<file path="src/rtl/fetch_pkg.sv">
// -----------------------------------------------------------------------------
// fetch_pkg
// Shared types and constants for the instruction-fetch stage.
//   XLEN             : address width, taken from the global `XLEN macro
//   DEFAULT_RESET_PC : default fetch PC after reset
//   fetch_state_t    : request FSM states
//   ibuf_entry_t     : one instruction-buffer entry {inst, pc, pred_pc}
//   word_align()     : clears bits [1:0] of an address
// -----------------------------------------------------------------------------
`ifndef XLEN
`define XLEN 32
`endif

package fetch_pkg;

    localparam int XLEN = `XLEN;

    localparam logic [XLEN-1:0] DEFAULT_RESET_PC = '0;

    typedef enum logic [1:0] {
        REQ       = 2'd0,
        WAIT      = 2'd1,
        WAIT_DROP = 2'd2
    } fetch_state_t;

    typedef struct packed {
        logic [31:0]      inst;
        logic [XLEN-1:0]  pc;
        logic [XLEN-1:0]  pred_pc;
    } ibuf_entry_t;

    function automatic logic [XLEN-1:0] word_align(input logic [XLEN-1:0] addr);
        return {addr[XLEN-1:2], 2'b00};
    endfunction

endpackage

</file>
<file path="src/rtl/fetch_stage_ibuf_fifo.sv">
// -----------------------------------------------------------------------------
// ibuf_fifo
// Synchronous FIFO of ibuf_entry_t holding fetched instructions for decode.
// Ports:
//   clock      : rising-edge clock
//   reset      : asynchronous active-low reset
//   push       : write push_entry at the tail
//   push_entry : entry to write
//   pop        : remove the head entry (ignored when empty)
//   flush      : empty the FIFO; overrides push and pop in the same cycle
//   count      : number of valid entries
//   head       : head entry (registered storage, muxed by the read pointer)
// -----------------------------------------------------------------------------
module ibuf_fifo
    import fetch_pkg::*;
#(
    parameter int DEPTH = 4
) (
    input  logic                       clock,
    input  logic                       reset,
    input  logic                       push,
    input  ibuf_entry_t                push_entry,
    input  logic                       pop,
    input  logic                       flush,
    output logic [$clog2(DEPTH):0]     count,
    output ibuf_entry_t                head
);

    localparam int PTR_W = $clog2(DEPTH);
    localparam int CNT_W = PTR_W + 1;

    ibuf_entry_t         mem [DEPTH];
    logic [PTR_W-1:0]    wr_ptr;
    logic [PTR_W-1:0]    rd_ptr;
    logic [CNT_W-1:0]    count_q;
    logic                do_push;
    logic                do_pop;

    assign do_pop  = pop && (count_q != '0);
    // A full FIFO still accepts a push when the head leaves in the same cycle.
    assign do_push = push && ((count_q != CNT_W'(DEPTH)) || do_pop);

    // Storage is cleared on reset so the head outputs read zero out of reset.
    always_ff @(posedge clock or negedge reset) begin
        if (!reset) begin
            for (int i = 0; i < DEPTH; i++) begin
                mem[i] <= '0;
            end
        end else if (!flush && do_push) begin
            mem[wr_ptr] <= push_entry;
        end
    end

    // Pointers wrap naturally because DEPTH is a power of two.
    always_ff @(posedge clock or negedge reset) begin
        if (!reset) begin
            wr_ptr  <= '0;
            rd_ptr  <= '0;
            count_q <= '0;
        end else if (flush) begin
            wr_ptr  <= '0;
            rd_ptr  <= '0;
            count_q <= '0;
        end else begin
            if (do_push) begin
                wr_ptr <= wr_ptr + 1'b1;
            end
            if (do_pop) begin
                rd_ptr <= rd_ptr + 1'b1;
            end
            case ({do_push, do_pop})
                2'b10:   count_q <= count_q + 1'b1;
                2'b01:   count_q <= count_q - 1'b1;
                default: count_q <= count_q;
            endcase
        end
    end

    assign count = count_q;
    assign head  = mem[rd_ptr];

endmodule

</file>
<file path="src/rtl/fetch_stage.sv">
// -----------------------------------------------------------------------------
// fetch_stage
// Instruction-fetch stage. Holds the fetch PC, issues one instruction-cache
// request at a time, advances to the predictor's next PC on each accepted
// request and queues returned instructions (with PC and predicted next PC)
// for decode. A redirect flushes the queue, discards any in-flight response
// and restarts fetch at the corrected PC.
// Ports:
//   clock, reset        : clock; asynchronous active-low reset
//   pred_next_PC        : predictor output for fetch_PC (same cycle)
//   fetch_PC            : current fetch PC (predictor PC / cache address)
//   icache_req_valid/ready : cache request handshake
//   icache_rsp_valid/data  : cache response
//   redirect_valid/PC   : branch-resolution redirect
//   if_valid/inst/PC/pred_next_PC : head of the instruction buffer
//   id_ready            : decode consumes the head this cycle
// -----------------------------------------------------------------------------
module fetch_stage
    import fetch_pkg::*;
#(
    parameter logic [XLEN-1:0] RESET_PC   = DEFAULT_RESET_PC,
    parameter int              IBUF_DEPTH = 4
) (
    input  logic             clock,
    input  logic             reset,
    input  logic [XLEN-1:0]  pred_next_PC,
    output logic [XLEN-1:0]  fetch_PC,
    output logic             icache_req_valid,
    input  logic             icache_req_ready,
    input  logic             icache_rsp_valid,
    input  logic [31:0]      icache_rsp_data,
    input  logic             redirect_valid,
    input  logic [XLEN-1:0]  redirect_PC,
    output logic             if_valid,
    output logic [31:0]      if_inst,
    output logic [XLEN-1:0]  if_PC,
    output logic [XLEN-1:0]  if_pred_next_PC,
    input  logic             id_ready
);

    localparam int CNT_W = $clog2(IBUF_DEPTH) + 1;

    if (RESET_PC[1:0] != 2'b00) begin : g_bad_reset_pc
        $error("fetch_stage: RESET_PC must be word-aligned");
    end
    if ((IBUF_DEPTH < 2) || ((IBUF_DEPTH & (IBUF_DEPTH - 1)) != 0)) begin : g_bad_depth
        $error("fetch_stage: IBUF_DEPTH must be a power of two and at least 2");
    end

    fetch_state_t        state_q;
    fetch_state_t        state_d;
    logic [XLEN-1:0]     fetch_pc_q;
    logic [XLEN-1:0]     fetch_pc_d;
    logic [XLEN-1:0]     pend_pc;
    logic [XLEN-1:0]     pend_pred;
    logic [CNT_W-1:0]    count;
    ibuf_entry_t         head;
    ibuf_entry_t         push_entry;
    logic                accept;
    logic                push;
    logic                pop;

    // Gating with reset keeps the request low while reset is held. Issuing
    // only below IBUF_DEPTH guarantees the outstanding request has a slot.
    assign icache_req_valid = reset && (state_q == REQ) && !redirect_valid
                              && (count < CNT_W'(IBUF_DEPTH));
    assign accept           = icache_req_valid && icache_req_ready;
    assign push             = (state_q == WAIT) && icache_rsp_valid && !redirect_valid;
    assign pop              = if_valid && id_ready;

    assign push_entry.inst    = icache_rsp_data;
    assign push_entry.pc      = pend_pc;
    assign push_entry.pred_pc = pend_pred;

    always_comb begin
        state_d    = state_q;
        fetch_pc_d = fetch_pc_q;
        if (redirect_valid) begin
            fetch_pc_d = word_align(redirect_PC);
            case (state_q)
                // An outstanding request's data is stale; drop it now if it
                // is arriving, otherwise remember to drop it later.
                WAIT, WAIT_DROP: state_d = icache_rsp_valid ? REQ : WAIT_DROP;
                default:         state_d = REQ;
            endcase
        end else begin
            case (state_q)
                REQ: begin
                    if (accept) begin
                        state_d    = WAIT;
                        fetch_pc_d = word_align(pred_next_PC);
                    end
                end
                WAIT, WAIT_DROP: begin
                    if (icache_rsp_valid) begin
                        state_d = REQ;
                    end
                end
                default: state_d = REQ;
            endcase
        end
    end

    always_ff @(posedge clock or negedge reset) begin
        if (!reset) begin
            state_q    <= REQ;
            fetch_pc_q <= RESET_PC;
        end else begin
            state_q    <= state_d;
            fetch_pc_q <= fetch_pc_d;
        end
    end

    // Tag for the outstanding request; only meaningful while in WAIT.
    always_ff @(posedge clock) begin
        if (accept) begin
            pend_pc   <= fetch_pc_q;
            pend_pred <= pred_next_PC;
        end
    end

    ibuf_fifo #(
        .DEPTH (IBUF_DEPTH)
    ) u_ibuf (
        .clock      (clock),
        .reset      (reset),
        .push       (push),
        .push_entry (push_entry),
        .pop        (pop),
        .flush      (redirect_valid),
        .count      (count),
        .head       (head)
    );

    assign fetch_PC        = fetch_pc_q;
    assign if_valid        = (count != '0);
    assign if_inst         = head.inst;
    assign if_PC           = head.pc;
    assign if_pred_next_PC = head.pred_pc;

`ifndef SYNTHESIS
    // A response with nothing outstanding means the cache broke protocol.
    rsp_without_req : assert property (@(posedge clock) disable iff (!reset)
        !(icache_rsp_valid && (state_q == REQ)))
        else $error("fetch_stage: cache response with no request outstanding");
`endif

endmodule

</file>
<file path="config.mk">
export PLATFORM = sky130hd
export DESIGN_NAME = fetch_stage
export DESIGN_NICKNAME = d
export VERILOG_FILES = /design/src/rtl/fetch_pkg.sv /design/src/rtl/fetch_stage_ibuf_fifo.sv /design/src/rtl/fetch_stage.sv
export SDC_FILE = /design/constraint.sdc
export NUM_CORES = 1
export LEC_CHECK = 0
export ABC_AREA = 0
export CORE_UTILIZATION = 40
export DETAILED_ROUTE_END_ITERATION = 8
export PLACE_DENSITY = 0.56
export SLEW_MARGIN = 15
export SYNTH_ARGS = -nofsm -noshare
export SYNTH_HDL_FRONTEND = slang
export SYNTH_SLANG_ARGS = --single-unit
export TNS_END_PERCENT = 20
</file>
<file path="constraint.sdc">
create_clock -name clock -period 3.6 [get_ports clock]
set_clock_uncertainty 0.2 [all_clocks]
set_input_delay 0.72 -clock clock [delete_from_list [all_inputs] [get_ports clock]]
set_output_delay 0.72 -clock clock [all_outputs]
set_load 0.005 [all_outputs]
</file>
==> flow_results.org <==
** Route
- Number of design rule violations left after detail routing :: 0
- After the first detailed-routing iteration, the DRC count stood at 357.
- Once detail routing completed, the nets flagged for antenna violations numbered 0.
- Summed over all layers, the routed wires come to 45100 um.
- Final routed wire length divided by cell count :: 21.3 um
- Count of TritonRoute iterations in the first routing pass :: 4
- Total via count after detailed routing :: 11.0k
- Detailed-route vias per instance :: 5.18

** Setup path
- The worst setup path is captured at a primary output.
- Startpoint of the worst setup timing path :: u_ibuf.rd_ptr[0]
- The signal on the critical path passes through buf_12, mux4_2, clkdlybuf4s50_1.
- Worst Path Required :: about 2700 ps
- Critical Path Max Stage Delay :: 570 ps
- The worst setup path is of the reg -> out kind.
- Source of the worst register-to-register timing path :: u_ibuf.count[2]
- The critical path contains buffers and inverters numbering 2 combined.
- Startpoint Class :: register
- Of all nets on the critical path, the largest fanout is 49.
- Grouping stages by cell kind, the critical path spends the most delay in buffers and inverters.
- Data arrives at the worst endpoint at 2540 ps.
- Among all stages on the critical path, the largest delay is contributed by mux4_2.

** Timing
- Min setup slack post-route :: 143 ps
- Min Hold Slack :: 277 ps
- Headroom to the max-slew limit :: 0.354
- Unrepaired setup endpoints after global routing :: no
- For the pin with the worst max-slew slack, the measured transition is 969 ps.
- The number of max-slew violations in the final report came to 0.
- Highest attainable clock frequency :: 0.289 GHz
- Minimum clock period after layout :: 3460 ps
- Final-report hold violation count :: 0
- Setup violations remaining at the end of the flow were counted as 0.
- Summed over all failing endpoints, the final setup total negative slack is 0 ps.
- Dividing the final minimum period by the clock period gives 0.960.

** Global routing
- Initial antenna violation count :: 2
- Global-route wire length before repair :: 71600 um
- Remaining global-route overflow :: 0
- Combined global-route utilization of all metal layers :: 0.185
- The number of global-route vias before repair was 12.2k.
- Pin count of the biggest net entering global routing :: 153

** Power
- Highest ir drop seen on vdd :: 0.420 mV
- Leak :: between 10 and 15 nW
- Power comes to 13.5 mW.
- In this run the power density over the cells is 544 nW/um^2.

** Place
- Number of instances in the placed design :: around 2.0k
- Timing analysis after detailed placement gives a worst setup slack of 412 ps.
- After detailed placement, the total cell area comes to 23200 um^2.
- Buffers placed on the I/O ports in this run total 225.
- The wire-length estimate of the detail-placed layout is 27600 um.
- Routability-driven placement finished with a final weighted congestion of 0.716.

** Clock network
- Clock latency on the worst-skew pair, taken at its later pin, is around 580 ps.
- Clock tree synthesis inserted a total of between 50 and 60 buffers.
- After clock tree synthesis, the clock-pin slew on the worst setup and hold paths is 60 ps.
- Buffer type at the clock tree root :: clkbuf_16
- Sink Count :: 477
- TritonCTS clock tree :: done
- Clock Path Buffers :: 3
- # resized after CTS :: 0
- The H-tree was split into 2 levels.

** Die
- Number of top-level pins :: 232
- Starting Density :: 0.407
- Width of the die :: 225 um
- The die covers 50800 um^2.
- The initialized floorplan defines 81 standard-cell rows.
- Die span in y :: approximately 230 um
- Core Region :: 49100 um^2

** Run status
- Run status :: completed

** Synth
- Flip-flop and latch count after synthesis :: 477
- A synthesized cell averages about 17 um^2.
- Share of Yosys cell area claimed by the top area cell type :: 0.520
- Counting flops with an async set or reset pin after synthesis yields a share of 0.870.
- Synthesis produced a netlist whose cell count is between 1k and 1.5k.
- Leading area contributor after synthesis :: dfrtp_1
- Counting instances in the post-synthesis netlist gives the leading cell types as dfrtp_1, mux2_1, mux2_2, mux4_2, edfxtp_1.
- By area the synthesized netlist is led by dfrtp_1, mux2_1, mux4_2.
- In this run, synthesis inferred 62 flip-flops with an integrated enable.
- In this run the cell area of the synthesized design comes to around 20000 um^2.
- Of the synthesized area, sequential elements account for 0.613.
- Synth warnings :: 0
- The netlist uses 33 different library cells.
- Dominant register cell in the synthesized netlist :: dfrtp_1
- In the post-synthesis netlist, the cell with the most instances is dfrtp_1.

** Final layout
- Total non-filler cell area in the finished layout :: 24900 um^2
- Area added between synthesis and finish :: 24.6%
- Final standard cell utilization of the core :: 0.507
- For this run, the number of standard cells in the final layout without fillers is 2117.
- Proportion of layout cells with a drive suffix above 1 :: 0.239
- Fill cell count :: around 4.2k
- For this run, the post-layout net count is 1519.

** Hold path
- The worst hold path begins at fetch_PC[4].
- The tightest min-delay check is of the reg -> reg type.

** Flow run
- Number of maximum-capacitance violations :: 0
[routing by layer]
metal  GRT usage  wire [um]  vias up  share of wire
met5           0         13        -        0.00029
met4      0.0509        857        2          0.019
met3      0.0450       2290       60          0.051
met2       0.315      22500      176           0.50
met1       0.236      19500     5879           0.43
li1            -          -     4846              -
[flip-flops by register name, summed over array words and instances, names as in the netlist]
signal and cells:
u_ibuf.count 3, pend_pred 32, u_ibuf.wr_ptr 2, u_ibuf.rd_ptr 2
fetch_PC 30, u_ibuf.mem 376, pend_pc 30, state_q 2
[layout by cell type (no fill, tap or decap), types with 4 or more instances in the layout]
| master | Yosys | routed |
|---|---|---|
| buf_12 | 0 | 17 |
| clkbuf_16 | 0 | 53 |
| buf_4 | 8 | 14 |
| bufinv_16 | 0 | 5 |
| mux2_1 | 240 | 240 |
| inv_1 | 7 | 6 |
| o21ai_0 | 31 | 31 |
| mux4_2 | 94 | 94 |
| nor2_1 | 6 | 6 |
| mux2i_1 | 32 | 32 |
| clkdlybuf4s50_1 | 0 | 223 |
| clkinv_1 | 0 | 5 |
| dfrtp_1 | 415 | 413 |
| edfxtp_1 | 62 | 62 |
| clkinv_2 | 0 | 4 |
| nand2_4 | 0 | 4 |
| conb_1 | 1 | 4 |
| nand2_1 | 39 | 38 |
| mux2_2 | 137 | 137 |
| clkbuf_1 | 18 | 21 |
| clkbuf_8 | 0 | 9 |
| ha_1 | 6 | 6 |
[what timing repair did]
item	in CTS	in global routing
hold endpoints to repair	4	0
setup buffers	0	0
hold buffers	1	0
[worst reg2reg max path, cell delays in order (launching register included)]
cell and delay (ps):
dfrtp_1 490, o31ai_1 430, nor2_1 140, fa_1 460, or3b_2 480, o21ai_0 180, nand2_1 80, a31oi_1 160
[path summary, 6_finish.rpt]
path,slack (ps),cells after the start,end
worst max-delay path,140,3,if_pred_next_PC[29]
worst min-delay path,280,0,pend_pc[4]
worst max register to register,900,7,u_ibuf.count[2]
worst min register to register,280,0,pend_pc[4]
max in group asynchronous,1090,4,u_ibuf.mem[260]
min in group asynchronous,340,2,fetch_PC[18]
[report_power, final]
group	switching, mW	internal (mW)	total [mW]	leakage [nW]
Combinational	0.744	1.33	2.08	4.64
Sequential	0.226	5.89	6.12	6.25
Clock	2.09	3.25	5.34	0.833
Total	3.06	10.5	13.5	11.7
[cell families after synthesis]
group | synth area share
mux | 0.335
flops | 0.613
fa+ha+maj | 0.00476
buf+inv | 0.0203
compound gates | 0.0120
other cells | 0.000188
xor+xnor | 0.000878
simple gates | 0.0137
[final cells by class]
type / count / area [um^2] / share of cell area
antenna: 1 / 2.50 / 0.000101
clock buffer: 83 / 1530 / 0.0615
clock inverter: 13 / 184 / 0.00739
inverter: 7 / 27.5 / 0.00111
multi-input combinational: 615 / 7340 / 0.295
sequential: 477 / 12300 / 0.493
tap: 664 / 831 / 0.0334
timing repair buffer: 257 / 2710 / 0.109
Note: power is estimated with default switching activity, not from simulation.
